**src/rtl/rgb_luma_pkg.sv**
```systemverilog
// Shared types and constants for the RGB-to-luma pipeline.
package rgb_luma_pkg;

  localparam int unsigned COEF_FRAC = 10;
  localparam int unsigned COEF_W    = COEF_FRAC + 1;

  typedef enum logic [1:0] {
    LUMA_601  = 2'd0,
    LUMA_709  = 2'd1,
    LUMA_AVG  = 2'd2,
    LUMA_RSVD = 2'd3
  } luma_mode_e;

  // Q0.10 coefficients; each set sums to 1024
  localparam logic [COEF_W-1:0] COEF_601_R = 11'd306;
  localparam logic [COEF_W-1:0] COEF_601_G = 11'd601;
  localparam logic [COEF_W-1:0] COEF_601_B = 11'd117;
  localparam logic [COEF_W-1:0] COEF_709_R = 11'd218;
  localparam logic [COEF_W-1:0] COEF_709_G = 11'd732;
  localparam logic [COEF_W-1:0] COEF_709_B = 11'd74;
  localparam logic [COEF_W-1:0] COEF_AVG_R = 11'd341;
  localparam logic [COEF_W-1:0] COEF_AVG_G = 11'd342;
  localparam logic [COEF_W-1:0] COEF_AVG_B = 11'd341;

  typedef struct packed {
    logic [COEF_W-1:0] r;
    logic [COEF_W-1:0] g;
    logic [COEF_W-1:0] b;
  } luma_coef_t;

  // Control payload carried alongside the pixel data in every stage
  typedef struct packed {
    logic vld;
    logic sof;
  } stage_tag_t;

endpackage

```
**src/rtl/rgb_luma_coef.sv**
```systemverilog
// Combinational conversion-mode to coefficient-set lookup.
module rgb_luma_coef
  import rgb_luma_pkg::*;
(
  input  luma_mode_e mode_i,
  output luma_coef_t coef_o
);

  // Reserved mode falls back to BT.601
  always_comb begin
    coef_o = '{r: COEF_601_R, g: COEF_601_G, b: COEF_601_B};
    case (mode_i)
      LUMA_709: coef_o = '{r: COEF_709_R, g: COEF_709_G, b: COEF_709_B};
      LUMA_AVG: coef_o = '{r: COEF_AVG_R, g: COEF_AVG_G, b: COEF_AVG_B};
      default:  coef_o = '{r: COEF_601_R, g: COEF_601_G, b: COEF_601_B};
    endcase
  end

endmodule

```
**src/rtl/rgb_luma_pipe.sv**
```systemverilog
// Three-stage RGB-to-luma pipeline with threshold mask, line/frame
// markers and per-frame foreground pixel count.
module rgb_luma_pipe
  import rgb_luma_pkg::*;
#(
  parameter int unsigned PIX_W   = 8,
  parameter int unsigned LINE_W  = 640,
  parameter int unsigned FRAME_H = 480,
  parameter int unsigned CNT_W   = 20
) (
  input  logic             Clk,
  input  logic             Reset_n,
  input  logic             in_valid,
  output logic             in_ready,
  input  logic [PIX_W-1:0] in_r,
  input  logic [PIX_W-1:0] in_g,
  input  logic [PIX_W-1:0] in_b,
  input  logic             in_sof,
  input  logic [1:0]       mode,
  input  logic [PIX_W-1:0] thresh,
  output logic             out_valid,
  input  logic             out_ready,
  output logic [PIX_W-1:0] out_y,
  output logic             out_mask,
  output logic             out_eol,
  output logic             out_eof,
  output logic [CNT_W-1:0] fg_count,
  output logic             fg_valid
);

  localparam int unsigned PROD_W = PIX_W + COEF_W;
  localparam int unsigned SUM_W  = PIX_W + 12;
  localparam int unsigned PX_W   = (LINE_W > 1) ? $clog2(LINE_W) : 1;
  localparam int unsigned LN_W   = (FRAME_H > 1) ? $clog2(FRAME_H) : 1;
  localparam logic [PX_W-1:0]  PX_LAST = PX_W'(LINE_W - 1);
  localparam logic [LN_W-1:0]  LN_LAST = LN_W'(FRAME_H - 1);
  localparam logic [SUM_W-1:0] ROUND   = SUM_W'(1) << (COEF_FRAC - 1);

  luma_coef_t coef;

  stage_tag_t              tag1_q, tag2_q, tag3_q;
  logic [PROD_W-1:0]       p_r_q, p_g_q, p_b_q;
  logic [PIX_W-1:0]        thr1_q, thr2_q;
  logic [PIX_W-1:0]        y2_q, y3_q;
  logic                    mask3_q;
  logic                    ld1, ld2, ld3;

  logic [SUM_W-1:0]        sum_d, y_full;
  logic [PIX_W-1:0]        y_d;

  logic [PX_W-1:0]         px_q, px_d, px_eff;
  logic [LN_W-1:0]         ln_q, ln_d, ln_eff;
  logic [CNT_W-1:0]        acc_q, acc_d, acc_base, acc_inc;
  logic [CNT_W-1:0]        fg_count_q, fg_count_d;
  logic                    fg_valid_q, fg_valid_d;
  logic                    eol, eof, xfer;

  rgb_luma_coef u_coef (
    .mode_i (luma_mode_e'(mode)),
    .coef_o (coef)
  );

  // A stage loads when empty or when its content moves on this cycle
  always_comb begin
    ld3 = ~tag3_q.vld | out_ready;
    ld2 = ~tag2_q.vld | ld3;
    ld1 = ~tag1_q.vld | ld2;
  end

  assign in_ready  = ld1;
  assign out_valid = tag3_q.vld;

  // S1: per-channel products with the coefficient set of this pixel's mode
  always_ff @(posedge Clk or negedge Reset_n) begin
    if (!Reset_n) begin
      tag1_q <= '0;
      p_r_q  <= '0;
      p_g_q  <= '0;
      p_b_q  <= '0;
      thr1_q <= '0;
    end else if (ld1) begin
      tag1_q <= '{vld: in_valid, sof: in_sof};
      p_r_q  <= PROD_W'(in_r) * PROD_W'(coef.r);
      p_g_q  <= PROD_W'(in_g) * PROD_W'(coef.g);
      p_b_q  <= PROD_W'(in_b) * PROD_W'(coef.b);
      thr1_q <= thresh;
    end
  end

  // Rounded, scaled and saturated luma from the S1 products
  always_comb begin
    sum_d  = SUM_W'(p_r_q) + SUM_W'(p_g_q) + SUM_W'(p_b_q) + ROUND;
    y_full = sum_d >> COEF_FRAC;
    y_d    = (|y_full[SUM_W-1:PIX_W]) ? '1 : y_full[PIX_W-1:0];
  end

  // S2: luma register
  always_ff @(posedge Clk or negedge Reset_n) begin
    if (!Reset_n) begin
      tag2_q <= '0;
      y2_q   <= '0;
      thr2_q <= '0;
    end else if (ld2) begin
      tag2_q <= tag1_q;
      y2_q   <= y_d;
      thr2_q <= thr1_q;
    end
  end

  // S3: threshold compare and output register
  always_ff @(posedge Clk or negedge Reset_n) begin
    if (!Reset_n) begin
      tag3_q  <= '0;
      y3_q    <= '0;
      mask3_q <= 1'b0;
    end else if (ld3) begin
      tag3_q  <= tag2_q;
      y3_q    <= y2_q;
      mask3_q <= (y2_q >= thr2_q);
    end
  end

  assign out_y    = y3_q;
  assign out_mask = mask3_q;

  // Position and foreground bookkeeping for the pixel currently in S3.
  // An sof pixel overrides the stored position and accumulator so that
  // markers and counts resynchronise on that very pixel.
  always_comb begin
    xfer     = tag3_q.vld & out_ready;
    px_eff   = tag3_q.sof ? '0 : px_q;
    ln_eff   = tag3_q.sof ? '0 : ln_q;
    eol      = (px_eff == PX_LAST);
    eof      = eol & (ln_eff == LN_LAST);
    acc_base = tag3_q.sof ? '0 : acc_q;
    acc_inc  = (mask3_q && (acc_base != '1)) ? acc_base + CNT_W'(1) : acc_base;

    px_d       = px_q;
    ln_d       = ln_q;
    acc_d      = acc_q;
    fg_count_d = fg_count_q;
    fg_valid_d = 1'b0;
    if (xfer) begin
      if (eol) begin
        px_d = '0;
        ln_d = (ln_eff == LN_LAST) ? '0 : ln_eff + LN_W'(1);
      end else begin
        px_d = px_eff + PX_W'(1);
        ln_d = ln_eff;
      end
      if (eof) begin
        fg_count_d = acc_inc;
        fg_valid_d = 1'b1;
        acc_d      = '0;
      end else begin
        acc_d = acc_inc;
      end
    end
  end

  assign out_eol = tag3_q.vld & eol;
  assign out_eof = tag3_q.vld & eof;

  // Output-side counters, accumulator and frame statistics
  always_ff @(posedge Clk or negedge Reset_n) begin
    if (!Reset_n) begin
      px_q       <= '0;
      ln_q       <= '0;
      acc_q      <= '0;
      fg_count_q <= '0;
      fg_valid_q <= 1'b0;
    end else begin
      px_q       <= px_d;
      ln_q       <= ln_d;
      acc_q      <= acc_d;
      fg_count_q <= fg_count_d;
      fg_valid_q <= fg_valid_d;
    end
  end

  assign fg_count = fg_count_q;
  assign fg_valid = fg_valid_q;

endmodule

```
**config.mk**
```make
export PLATFORM = sky130hd
export DESIGN_NAME = rgb_luma_pipe
export DESIGN_NICKNAME = d
export VERILOG_FILES = /design/src/rtl/rgb_luma_pkg.sv /design/src/rtl/rgb_luma_coef.sv /design/src/rtl/rgb_luma_pipe.sv
export SDC_FILE = /design/constraint.sdc
export NUM_CORES = 1
export LEC_CHECK = 0
export CORE_MARGIN = 1.5
export CORE_UTILIZATION = 50
export CTS_CLUSTER_SIZE = 10
export DETAILED_ROUTE_END_ITERATION = 10
export HOLD_SLACK_MARGIN = 0.12
export PLACE_DENSITY = 0.68
export SLEW_MARGIN = 20
export SYNTH_ARGS = -nofsm -noshare
export SYNTH_HDL_FRONTEND = slang
export SYNTH_HIERARCHICAL = 1
export SYNTH_SLANG_ARGS = --single-unit
```
**constraint.sdc**
```tcl
create_clock -name Clk -period 8.83 [get_ports Clk]
set_clock_uncertainty 0.1 [all_clocks]
set_input_delay 1.766 -clock Clk [delete_from_list [all_inputs] [get_ports Clk]]
set_output_delay 1.766 -clock Clk [all_outputs]
set_load 0.05 [all_outputs]
```
Word-level counts from Yosys, hierarchy flattened
Cells that the tools add are included.

Register bits after elaboration: 156. Input bits: 39. Output and inout port bits: 34. Word-level logic and storage cells: 59.

Add/sub/neg operators: 6. Multipliers: 3. $lt $le $gt $ge: 1. Equal/unequal tests: 5. Multiplexer cells: 12. Bitwise logic cells: 10. Reduce and logical (&&, ||, !) cells: 3.

Operators by type and width (count): 31-bit case mux with 2 select lines (1); 20-bit 2-to-1 mux (3); 8-bit by 11-bit multiplier with 19-bit output (3); 9-bit 2-to-1 mux (3); 19-bit by 19-bit adder with 20-bit output (1); 20-bit by 1-bit adder with 20-bit output, second input constant (1); 20-bit by 10-bit adder with 20-bit output, second input constant (1); 20-bit by 19-bit adder with 20-bit output (1); 10-bit 2-to-1 mux (2); 20-bit inequality test, second input constant (1); 10-bit by 1-bit adder with 10-bit output, second input constant (1); 10-bit equality test, second input constant (1); 9-bit by 1-bit adder with 9-bit output, second input constant (1); 9-bit equality test, second input constant (1); 8-bit greater-or-equal comparator (1); 8-bit 2-to-1 mux (1); 1-bit AND (4); 1-bit inverter (3); 1-bit bitwise OR (3); 2-bit by 1-bit equality test with 1-bit output, second input constant (1); 2-bit equality test, second input constant (1); 1-bit 2-to-1 mux (2); 2-bit AND reduction (1); 2-bit OR reduction (1); 1-bit logical AND (1).

Depth between registers and ports, before layout
Gate-level depths: netlist (run 1).

Word-level depth: 5. Mapped depth: 23. Depth with buffers taken out: 22.

Hierarchy
The synthesis (run 1) kept the hierarchy.

By module, submodules not included: rgb_luma_pipe (instances 1, cells each 1801, area each 16361.9 um^2, seq. area each 3903.7 um^2); rgb_luma_coef (instances 1, cells each 38, area each 279.0 um^2, seq. area each 0.0 um^2).

Worst setup path after synthesis (run 1)
Ideal clock, no wire load.

Path type: input port to flip-flop. Start: input mode[1]. End: register p_b_q[16]. Arrival time: 6100 ps. Setup slack: 2493 ps. Cell stages on the path: 20. Path buffers: 1. Cell sequence: inv_1 ha_1 buf_4 and2_1 fa_1 fa_1 inv_1 fa_1 fa_1 inv_1 ha_1 and2_1 a311oi_1 a21oi_1 a311oi_1 nor3b_1 o21ai_0 nand2b_1 xnor2_1 a21oi_1.

RTL lines: start: declaration (line rgb_luma_pipe.sv:19) `input logic [1:0] mode,`; end signal: assignment (line rgb_luma_pipe.sv:85) `p_b_q <= PROD_W'(in_b) * PROD_W'(coef.b);`; end: declaration (line rgb_luma_pipe.sv:42) `logic [PROD_W-1:0] p_r_q, p_g_q, p_b_q;`.

Worst setup path in the final report (run 1)
Start: input mode[0]. End: register p_r_q[18].

Cells in the longest elaborated chain, start to end: 3.

Ends and longest elaborated chain: 2-bit equality test / 2-bit by 1-bit equality test with 1-bit output (equally long branches) (line rgb_luma_coef.sv:12) `case (mode_i)`; 31-bit case mux with 2 select lines * (line rgb_luma_coef.sv:12); 8-bit by 11-bit multiplier with 19-bit output * (line rgb_luma_pipe.sv:83) `p_r_q <= PROD_W'(in_r) * PROD_W'(coef.r);`; end signal: assignment (line rgb_luma_pipe.sv:83); end: declaration (line rgb_luma_pipe.sv:42).

Every way passes the cells marked *; elsewhere a longest branch is shown, timed or not. A chain may end at the register's enable or synchronous reset.

==> summary.md, run 1 <==
| Metric | Value |
|---|---|
| Crit path max-delay family | adder cells |
| Register area share after synthesis | 23.46% |
| Max-slew headroom | 38.38% |
| Yosys warning total | 6 |
| Crit start category | input port |
| Ys async rst share | 100.0% |
| DR DRC count | 0 |
| Worst Setup SP | mode[0] |
| RR Startpoint | p_r_q[4] |
| Via count | 12222 |
| EDFF count, synth | 0 |
| Reg2Reg Setup Slack | 5.02 ns |
| Largest net degree at the start of global routing | 86 |
| Commonest non-fill, non-tap cell in the layout | inv_1 |
| CP max stage delay | 0.52 ns |
| Status | complete, no violations |
| Worst Path Buf+Inv | 5 |
| Core area | 32620 um^2 |
| Port bufs | 72 |
| DR pass1 iterations | 5 |
| Vert. Die Dim | 185.4 um |
| CTS tree | done |
| Fin. max-slew vios | 0 |
| Via-per-instance ratio | 5.279 |
| Critical Path Sink Type | flip-flop |
| CTS max path bufs | 2 |
| Max Clock Freq | 138.7 MHz |
| WP data arrival | 7.37 ns |
| Remaining antenna violation count after routing | 0 |
| Final setup violation count | 0 |
| Synthesized flop and latch total | 156 |
| Most used DFF post-synth | dfrtp_1 |
| Layout cells sized above 1 | 3.631% |
| Yosys top cell area share | 23.46% |
| Per-cell routed wire length | 15.50 um |
| 1st-iter DRT viols | 647 |
| Synth cell types | 66 |
| Initial Util | 51.02% |
| Slowest cell on the critical path | clkdlybuf4s50_1 |
| Leakage power | 8.761 nW |
| Util after Layout | 55.62% |
| Worst-margin pin slew | 0.9242 ns |
| Width of the die | 185.4 um |
| Final Hold Fails | 0 |
| Area contributors post-synth | dfrtp_1 (23%), fa_1 (22%), ha_1 (12%) |
| CTS sink count | 156 |
| Critical Path RT | 9.00 ns |
| Hold_buf cts | 0 |
| PwrDens | 291.7 nW/um^2 |
| Initial antenna violation count | 0 |
| Routability congestion estimate | 0.8517 |
| Post-synthesis cell count | 1839 |
| PostCTS Resize Cnt | 0 |
| Clock slew at reported path FFs | 0.06 ns |
| Most frequent cells in the layout | inv_1 (244), nand2_1 (235), and2_1 (193) |
| CP Max Fanout | 20 |
| HP Start | thr1_q[0] |
| Worst VDD drop | 0.2052 mV |
| Post-CTS Setup Inserts | 0 |
| NetSw | 2.386 mW |
| CTS buffer count | 17 |
| Row count | 66 |
| Final setup TNS | 0 ns |
| Clk_lat worst skew | 0.42 ns |
| Kind of critical path | in2reg |
| Synthesized area per cell | 9.049 um^2 |
| Combinational Power Share | 66.8% |
| RSZ-0062 raised after global routing | false |
| Htree depth | 4 |
| Internal | 2.905 mW |
| DP Wirelength | 28010 um |
| Period minus WS final | 7.208 ns |
| Vias in the first global route | 12364 |
| DRT Wirelength | 35890 um |
| Sequential power share | 20.2% |
| IO Pins | 73 |
| Worst Hold Class | reg2reg |
| Global-route wire length before repair | 60660 um |
| Clock share of power | 13.0% |
| Nets | 2247 |
| Cell chosen for the clock root | clkbuf_16 |
| Max-capacitance violation count | 0 |
| Total Routing Usage GR | 22.09% |
| Die area | 34390 um^2 |
| Mapped cell area | 16640 um^2 |
| Worst-path cell chain | clkdlybuf4s50_1 -> inv_1 -> ha_1 -> buf_4 -> and2_1 -> fa_1 -> fa_1 -> inv_1 -> fa_1 -> fa_1 -> inv_1 -> ha_1 -> nand2_1 -> o211ai_1 -> o311ai_0 -> a31oi_1 -> nand4_1 -> nand4_1 -> a21oi_1 -> xnor2_1 -> a21oi_1 |
| Area leader, netlist | dfrtp_1 |
| Sw Ratio | 45.10% |
| WHS | 0.3633 ns |
| # diodes | 0 |
| Grt ovf | 0 |
| Area delta synth->final | 9.030% |
| Fin crit share | 81.63% |
| Crit path top cell by count | fa_1 |
-- path summary, 6_finish.rpt --
kind	end	cells past startpoint
setup / recovery	p_r_q[18]	21
hold / removal	thr1_q[0]	2
setup reg to reg	y2_q[3]	12
hold reg to reg	thr1_q[0]	2
max in group asynchronous	y2_q[7]	2
min in group asynchronous	fg_count[8]	1
-- cell type report --
type                       instances  area (um^2)
fill                            2913        14480
sequential                       156         3904
timing repair buffer              82        797.0
multi-input combinational       1360        11420
clock inverter                     9        91.34
inverter                         245        919.6
clock buffer                      21        460.4
tap                              442        553.0
-- logic make-up (layout without fill, tap and decap cells) --
family,after synthesis,count (layout),share of synthesized area (%)
compound gates,268,268,9.865
xor+xnor,63,63,3.316
fa+ha+maj,346,346,34.14
buf+inv,332,357,8.165
flops,156,156,23.46
mux,14,14,0.9173
other cells,2,11,0.04513
simple gates,658,658,20.10
-- worst min-delay path, cell delays in order, from the launching register on --
cell and delay [ns]:
dfrtp_1 0.34, nand2_1 0.05, nand2_1 0.05
-- registers in the layout (all words and copies together) (netlist names), 9 cells and up --
| register | cells |
|---|---|
| p_g_q | 19 |
| p_b_q | 19 |
| acc_q | 20 |
| ln_q | 9 |
| p_r_q | 19 |
| fg_count | 20 |
| px_q | 10 |
-- stage by stage --
stage               total power, mW  cell area (um^2)  setup slack (ns)  cells
CTS                           5.311             18140             1.679   2315
global placement              4.464             17590             1.353   2285
global route                  5.823             18140             1.227   2315
finish                        5.292             18140             1.622   2315
floorplan                     3.762             16670             2.493   1848
detailed placement            4.584             17590             1.249   2285
-- synthesized netlist by cell type, types with 30 or more instances --
cell type and instances:
nand2_1 235, xnor2_1 41, fa_1 180, dfrtp_1 156, and2_1 193, a21oi_1 78, inv_1 245, nand3_1 30
o21ai_0 90, ha_1 166, clkbuf_1 54, nor2_1 76
-- layer usage --
metal	vias up	track usage [%]	wire length, um
met5	-	0	0
met4	0	4.585	529
met3	45	2.300	1390
met2	252	37.80	17340
met1	5999	30.33	16640
li1	5926	-	-
-- power groups by stage --
stage / sequential, mW / clock [mW] / combinational (mW)
floorplan: 1.05 / 0 / 2.71
global placement: 1.08 / 0 / 3.39
detailed placement: 1.08 / 0 / 3.50
CTS: 1.07 / 0.704 / 3.54
global route: 1.09 / 0.734 / 4.00
finish: 1.07 / 0.690 / 3.53
No activity file was read; power rests on OpenSTA's default activity.
==> inputs of run 2 (changes only) <==
==> constraint.sdc (replaced) <==
create_clock -name Clk -period 7.04 [get_ports Clk]
set_clock_uncertainty 0.1 [all_clocks]
set_input_delay 1.408 -clock Clk [delete_from_list [all_inputs] [get_ports Clk]]
set_output_delay 1.408 -clock Clk [all_outputs]
set_load 0.05 [all_outputs]
==> run 2 against run 1 <==
Effect of this change: clock-buffer cell count down 2; critical path type unchanged; highest routed layer unchanged; cell count is 0.69% higher; largest cell class unchanged; die area did not move.
==> summary.md, run 2 (synthesis gave the netlist of run 1 again) <==
| Metric | Value |
|---|---|
| Kind of critical path | in2reg |
| Final setup TNS | 0 ns (unchanged) |
| Final Hold Fails | 0 (unchanged) |
| Htree depth | 4 (unchanged) |
| Area delta synth->final | 10.46% |
| DR DRC count | 0 (unchanged) |
| Die area | 34390 um^2 (unchanged) |
| PwrDens | 370.5 nW/um^2 (+27%) |
| Reg2Reg Setup Slack | 3.14 ns (-1.88 ns) |
| Remaining antenna violation count after routing | 0 (unchanged) |
| DRT Wirelength | 35550 um (-0.97%) |
| Clk_lat worst skew | 0.43 ns (about the same) |
| Status | complete, no violations |
| Critical Path Sink Type | flip-flop |
| Reg2reg path depth | 12 (unchanged) |
| Pre-CTS WS | 0.1412 ns (-1.108 ns) |
| Total Routing Usage GR | 21.89% (-0.19 points) |
| Core area | 32620 um^2 (unchanged) |
| Multi-input logic area | 11420 um^2 (unchanged) |
| Hold_buf cts | 0 (unchanged) |
| Most frequent cells in the layout | inv_1 (244), nand2_1 (235), and2_1 (193) |
| Row count | 66 (unchanged) |
| Routability congestion estimate | 0.8481 (-0.42%) |
| Port bufs | 72 (unchanged) |
| Largest net degree at the start of global routing | 91 (+5.8%) |
| Crit start category | input port |
| Layout cells sized above 1 | 4.500% (+0.87 points) |
| Inst Count DP | 2299 (+0.61%) |
| Vert. Die Dim | 185.4 um (unchanged) |
| 1st-iter DRT viols | 650 (+0.46%) |
| Final setup violation count | 0 (unchanged) |
| Worst VDD drop | 0.2910 mV (+42%) |
| CTS buffer count | 17 (unchanged) |
| Post-CTS Setup Inserts | 0 (unchanged) |
| Initial Util | 51.02% (unchanged) |
| DP Wirelength | 28070 um (+0.19%) |
| WHS | 0.3668 ns (+0.003475 ns) |
| HP Start | tag1_q[0] |
| CTS sink count | 156 (unchanged) |
| Hold EP | tag1_q[0] |
| Max-capacitance violation count | 0 (unchanged) |
| Cell chosen for the clock root | clkbuf_16 |
| PostCTS Resize Cnt | 0 (unchanged) |
| Fin crit share | 91.67% |
| # diodes | 0 (unchanged) |
| RR Startpoint | p_r_q[4] |
| Worst Hold Class | reg2reg |
| Per-cell routed wire length | 15.25 um (-1.7%) |
| Vias in the first global route | 12599 (+1.9%) |
| Commonest non-fill, non-tap cell in the layout | inv_1 |
| Terminus of the critical flop-to-flop path | y2_q[5] |
| Max Clock Freq | 154.9 MHz |
| RSZ-0062 raised after global routing | false |
| CTS max path bufs | 2 (unchanged) |
| Clock slew at reported path FFs | 0.06 ns (about the same) |
| Via-per-instance ratio | 5.284 (about the same) |
| WP data arrival | 6.65 ns (-0.72 ns) |
| Nets | 2261 (+0.62%) |
| Post-route setup slack | 0.5861 ns (-1.036 ns) |
| Width of the die | 185.4 um (unchanged) |
| Fillers | 2924 (+0.38%) |
| Fin. max-slew vios | 0 (unchanged) |
| Critical Path RT | 7.23 ns (-1.77 ns) |
| Grt ovf | 0 (unchanged) |
| CP Max Fanout | 12 (-40%) |
| Global-route wire length before repair | 60260 um (-0.67%) |
| Initial antenna violation count | 1 (+1) |
| Register area | 3904 um^2 (unchanged) |
| Via count | 12317 (+0.78%) |
| DR pass1 iterations | 5 (unchanged) |
| Leakage power | 8.898 nW (+1.6%) |
| Period minus WS final | 6.454 ns |
| Fin cells | 2331 (+0.69%) |
| Worst-margin pin slew | 0.9219 ns (-0.002331 ns) |
| IO Pins | 73 (unchanged) |
| Max-slew headroom | 38.54% (+0.16 points) |
| CTS tree | done |
| Worst hold path depth | 2 (unchanged) |
==> run 2: how the worst max path moves through the flow <==
stage                       start         to  slack, ns  depth (start not counted)
after floorplan           mode[1]  p_b_q[16]       1.06                         20
after global placement    mode[1]  p_b_q[16]       0.25                         21
after detailed placement  mode[1]  p_b_q[17]       0.14                         21
after CTS                 mode[1]  p_b_q[17]       0.59                         21
after global routing      mode[0]  p_r_q[17]       0.23                         20
final                     mode[0]  p_g_q[18]       0.59                         22
==> run 2: layer usage <==
layer	vias to the layer above	global-route usage [%]	share of wire (%)
met5	-	0	0
met2	230	39.37	50
li1	5961	-	-
met4	0	4.780	1.5
met1	6097	27.91	45
met3	29	2.930	3.4
==> run 2: area by class of cell <==
cell class / instances / area share [%]
Clock buffer: 19 / 2.410
Clock inverter: 13 / 1.246
Inverter: 245 / 5.003
Multi-Input combinational cell: 1360 / 62.12
Sequential cell: 156 / 21.24
Tap cell: 442 / 3.009
Timing Repair Buffer: 96 / 4.976
==> run 2: power by group <==
part | switching, mW | total, mW | leakage [nW] | internal (mW)
registers | 0.210 | 1.34 | 1.93 | 1.13
logic | 2.39 | 4.42 | 6.64 | 2.03
clock network | 0.400 | 1.05 | 0.326 | 0.651
total | 3.00 | 6.81 | 8.90 | 3.81
==> run 2: critical path: stages <==
cell and delay [ns]:
clkdlybuf4s50_1 0.51, inv_1 0.10, ha_1 0.33, inv_1 0.30, nand2_1 0.14, fa_1 0.51
fa_1 0.49, inv_1 0.05, fa_1 0.52, inv_1 0.05, fa_1 0.53, inv_1 0.05
ha_1 0.31, o21a_1 0.13, nor2_1 0.05, a211o_1 0.29, a311oi_1 0.26, o21a_1 0.17
o21a_1 0.16, o211ai_1 0.09, o31ai_1 0.08, a21oi_1 0.10
==> run 2: through the flow <==
step | util [%] | area, um^2 | power (mW)
floorplan | - | 16670 | 4.719
global placement | 54.28 | 17700 | 5.626
detailed placement | 54.28 | 17700 | 5.767
CTS | 56.34 | 18380 | 6.856
global route | 56.35 | 18380 | 7.502
finish | 56.35 | 18380 | 6.811
==> inputs of run 3 (changes only) <==
--- a/config.mk
+++ b/config.mk
@@ -9,7 +9,6 @@
 export CORE_UTILIZATION = 50
 export CTS_CLUSTER_SIZE = 10
 export DETAILED_ROUTE_END_ITERATION = 10
-export HOLD_SLACK_MARGIN = 0.12
 export PLACE_DENSITY = 0.68
 export SLEW_MARGIN = 20
 export SYNTH_ARGS = -nofsm -noshare
==> constraint.sdc (replaced) <==
create_clock -name Clk -period 7.3 [get_ports Clk]
set_clock_uncertainty 0.1 [all_clocks]
set_input_delay 1.46 -clock Clk [delete_from_list [all_inputs] [get_ports Clk]]
set_output_delay 1.46 -clock Clk [all_outputs]
set_load 0.05 [all_outputs]
==> run 3 against run 2 <==
Effect of this change: cell count is 0.21% lower; final area is 0.82% lower; setup slack better by 0.064 ns; hold slack worse by 0.0023 ns; critical path type unchanged; sequential power is 4% lower; largest power group unchanged; core utilization is 0.46 points lower; critical path depth is 2 lower; clock-buffer cell count stayed put; sequential share of layout area is 0.18 points higher; register-to-register slack better by 0.36 ns; global-route usage is 0.26 points higher; clock power is 19% lower.
==> summary.md, run 3 (synthesis gave the netlist of run 1 again) <==
| Metric | Value |
|---|---|
| Remaining antenna violation count after routing | 0 (unchanged) |
| Commonest non-fill, non-tap cell in the layout | inv_1 |
| CP Max Fanout | 19 (+7) |
| Area delta synth->final | 9.549% |
| Critical Path RT | 7.47 ns (+0.24 ns) |
| Layout cells sized above 1 | 4.246% (-0.25 points) |
| Routability congestion estimate | 0.8742 (+3.1%) |
| Grt ovf | 0 (unchanged) |
| RSZ-0062 raised after global routing | false |
| Worst VDD drop | 0.2804 mV (-3.7%) |
| IO Pins | 73 (unchanged) |
| Sequential power share | 20.1% (+0.4 points) |
| Core area | 32620 um^2 (unchanged) |
| Sw Ratio | 45.47% (+1.4 points) |
| Register area | 3904 um^2 (unchanged) |
| Fin crit share | 91.09% |
| Vias in the first global route | 12685 (+0.68%) |
| Global-route wire length before repair | 61020 um (+1.3%) |
| Die area | 34390 um^2 (unchanged) |
| DRT Wirelength | 35780 um (+0.65%) |
| Initial Util | 51.02% (unchanged) |
| Final Hold Fails | 0 (unchanged) |
| CTS buffer count | 17 (unchanged) |
| Internal | 3.486 mW (-8.4%) |
| Worst-margin pin slew | 0.8963 ns (-0.02564 ns) |
| Row count | 66 (unchanged) |
| Leakage power | 8.824 nW (-0.83%) |
| Htree depth | 4 (unchanged) |
| Reg2reg path depth | 11 (-1) |
| DP Wirelength | 28230 um (+0.59%) |
| Multi-input logic area | 11420 um^2 (unchanged) |
| Fillers | 2923 (-0.034%) |
| HP Start | tag1_q[0] |
| CTS tree | done |
| Final setup violation count | 0 (unchanged) |
| Via count | 12393 (+0.62%) |
| Critical Path Sink Type | flip-flop |
| Final setup TNS | 0 ns (unchanged) |
| Post-CTS Setup Inserts | 0 (unchanged) |
| Max-slew headroom | 40.25% (+1.7 points) |
| Kind of critical path | in2reg |
| Worst Hold Class | reg2reg |
| RR Startpoint | p_g_q[7] |
| Hold EP | tag1_q[0] |
| Vert. Die Dim | 185.4 um (unchanged) |
| Clock share of power | 13.3% (-2.1 points) |
| # diodes | 0 (unchanged) |
| Fin. max-slew vios | 0 (unchanged) |
| Nets | 2256 (-0.22%) |
| Via-per-instance ratio | 5.328 (+0.83%) |
| 1st-iter DRT viols | 515 (-21%) |
| Max-capacitance violation count | 0 (unchanged) |
| Width of the die | 185.4 um (unchanged) |
| PostCTS Resize Cnt | 0 (unchanged) |
| Hold_buf cts | 0 (unchanged) |
| CTS max path bufs | 2 (unchanged) |
| Terminus of the critical flop-to-flop path | y2_q[0] |
| Worst hold path depth | 2 (unchanged) |
| Power, Total | 6.393 mW (-6.1%) |
| WP data arrival | 6.82 ns (+0.17 ns) |
| CTS sink count | 156 (unchanged) |
| Period minus WS final | 6.650 ns |
| Clk_lat worst skew | 0.43 ns (about the same) |
| DR DRC count | 0 (unchanged) |
| Combinational Power Share | 66.5% (+1.6 points) |
| NetSw | 2.906 mW (-3.3%) |
| Reg2Reg Setup Slack | 3.50 ns (+0.36 ns) |
| Per-cell routed wire length | 15.38 um (+0.87%) |
| DR pass1 iterations | 5 (unchanged) |
| PwrDens | 350.7 nW/um^2 (-5.4%) |
| Clock slew at reported path FFs | 0.07 ns (about the same) |
| Cell chosen for the clock root | clkbuf_16 |
| Max Clock Freq | 150.4 MHz |
| Initial antenna violation count | 0 (-1) |
| Crit start category | input port |
| Status | complete, no violations |
| Port bufs | 72 (unchanged) |
| Most frequent cells in the layout | inv_1 (244), nand2_1 (235), and2_1 (193) |
| Largest net degree at the start of global routing | 97 (+6.6%) |
| Total Routing Usage GR | 22.15% (+0.26 points) |
run 3: metrics by stage:
stage          instances  worst slack, ns  utilization (%)  hold slack (ns)  instance area [um^2]
2_1_floorplan       1848            1.269                -           0.3258                 16670
3_3_place_gp        2294           0.3251            54.12           0.3385                 17650
3_5_place_dp        2294           0.2387            54.12           0.3441                 17650
4_1_cts             2326           0.6738            55.87           0.3671                 18230
5_1_grt             2326           0.2622            55.89           0.3861                 18230
6_report            2326           0.6505            55.89           0.3644                 18230
run 3: cell type report:
type / instances / share of cell area, %
Multi-Input combinational cell: 1360 / 62.64
Clock inverter: 13 / 0.7001
Inverter: 245 / 5.045
Timing Repair Buffer: 91 / 4.743
Sequential cell: 156 / 21.41
Tap cell: 442 / 3.034
Clock buffer: 19 / 2.430
run 3: power groups by stage:
stage,clock (mW),sequential [mW],combinational [mW]
after global routing,0.909,1.31,4.84
after detailed placement,0,1.30,4.22
after global placement,0,1.30,4.10
after floorplan,0,1.27,3.28
final,0.853,1.29,4.25
after CTS,0.868,1.29,4.28
run 3: worst max-delay path: stages:
cell	delay, ns
clkdlybuf4s50_1	0.52
inv_1	0.08
ha_1	0.49
buf_4	0.31
and2_1	0.18
fa_1	0.53
inv_1	0.05
fa_1	0.55
fa_1	0.43
fa_1	0.50
inv_1	0.04
ha_1	0.30
and2_1	0.19
a22o_1	0.22
a311oi_1	0.38
nor3b_1	0.13
o21ai_0	0.17
nand2b_1	0.08
xnor2_1	0.13
a21oi_1	0.08
run 3: metal layers:
| layer | GRT usage (%) | share of wire [%] |
|---|---|---|
| met1 | 29.17 | 46 |
| met2 | 38.23 | 48 |
| met3 | 2.831 | 3.6 |
| met4 | 6.179 | 2.3 |
| met5 | 0 | 0 |
run 3: worst max-delay path by stage:
stage / start / endpoint / slack (ns)
finish: mode[0] / p_b_q[16] / 0.65
global route: mode[0] / p_g_q[17] / 0.26
CTS: mode[0] / p_b_q[16] / 0.67
detailed placement: mode[0] / p_b_q[16] / 0.24
global placement: mode[0] / p_b_q[16] / 0.33
floorplan: mode[1] / p_b_q[16] / 1.27
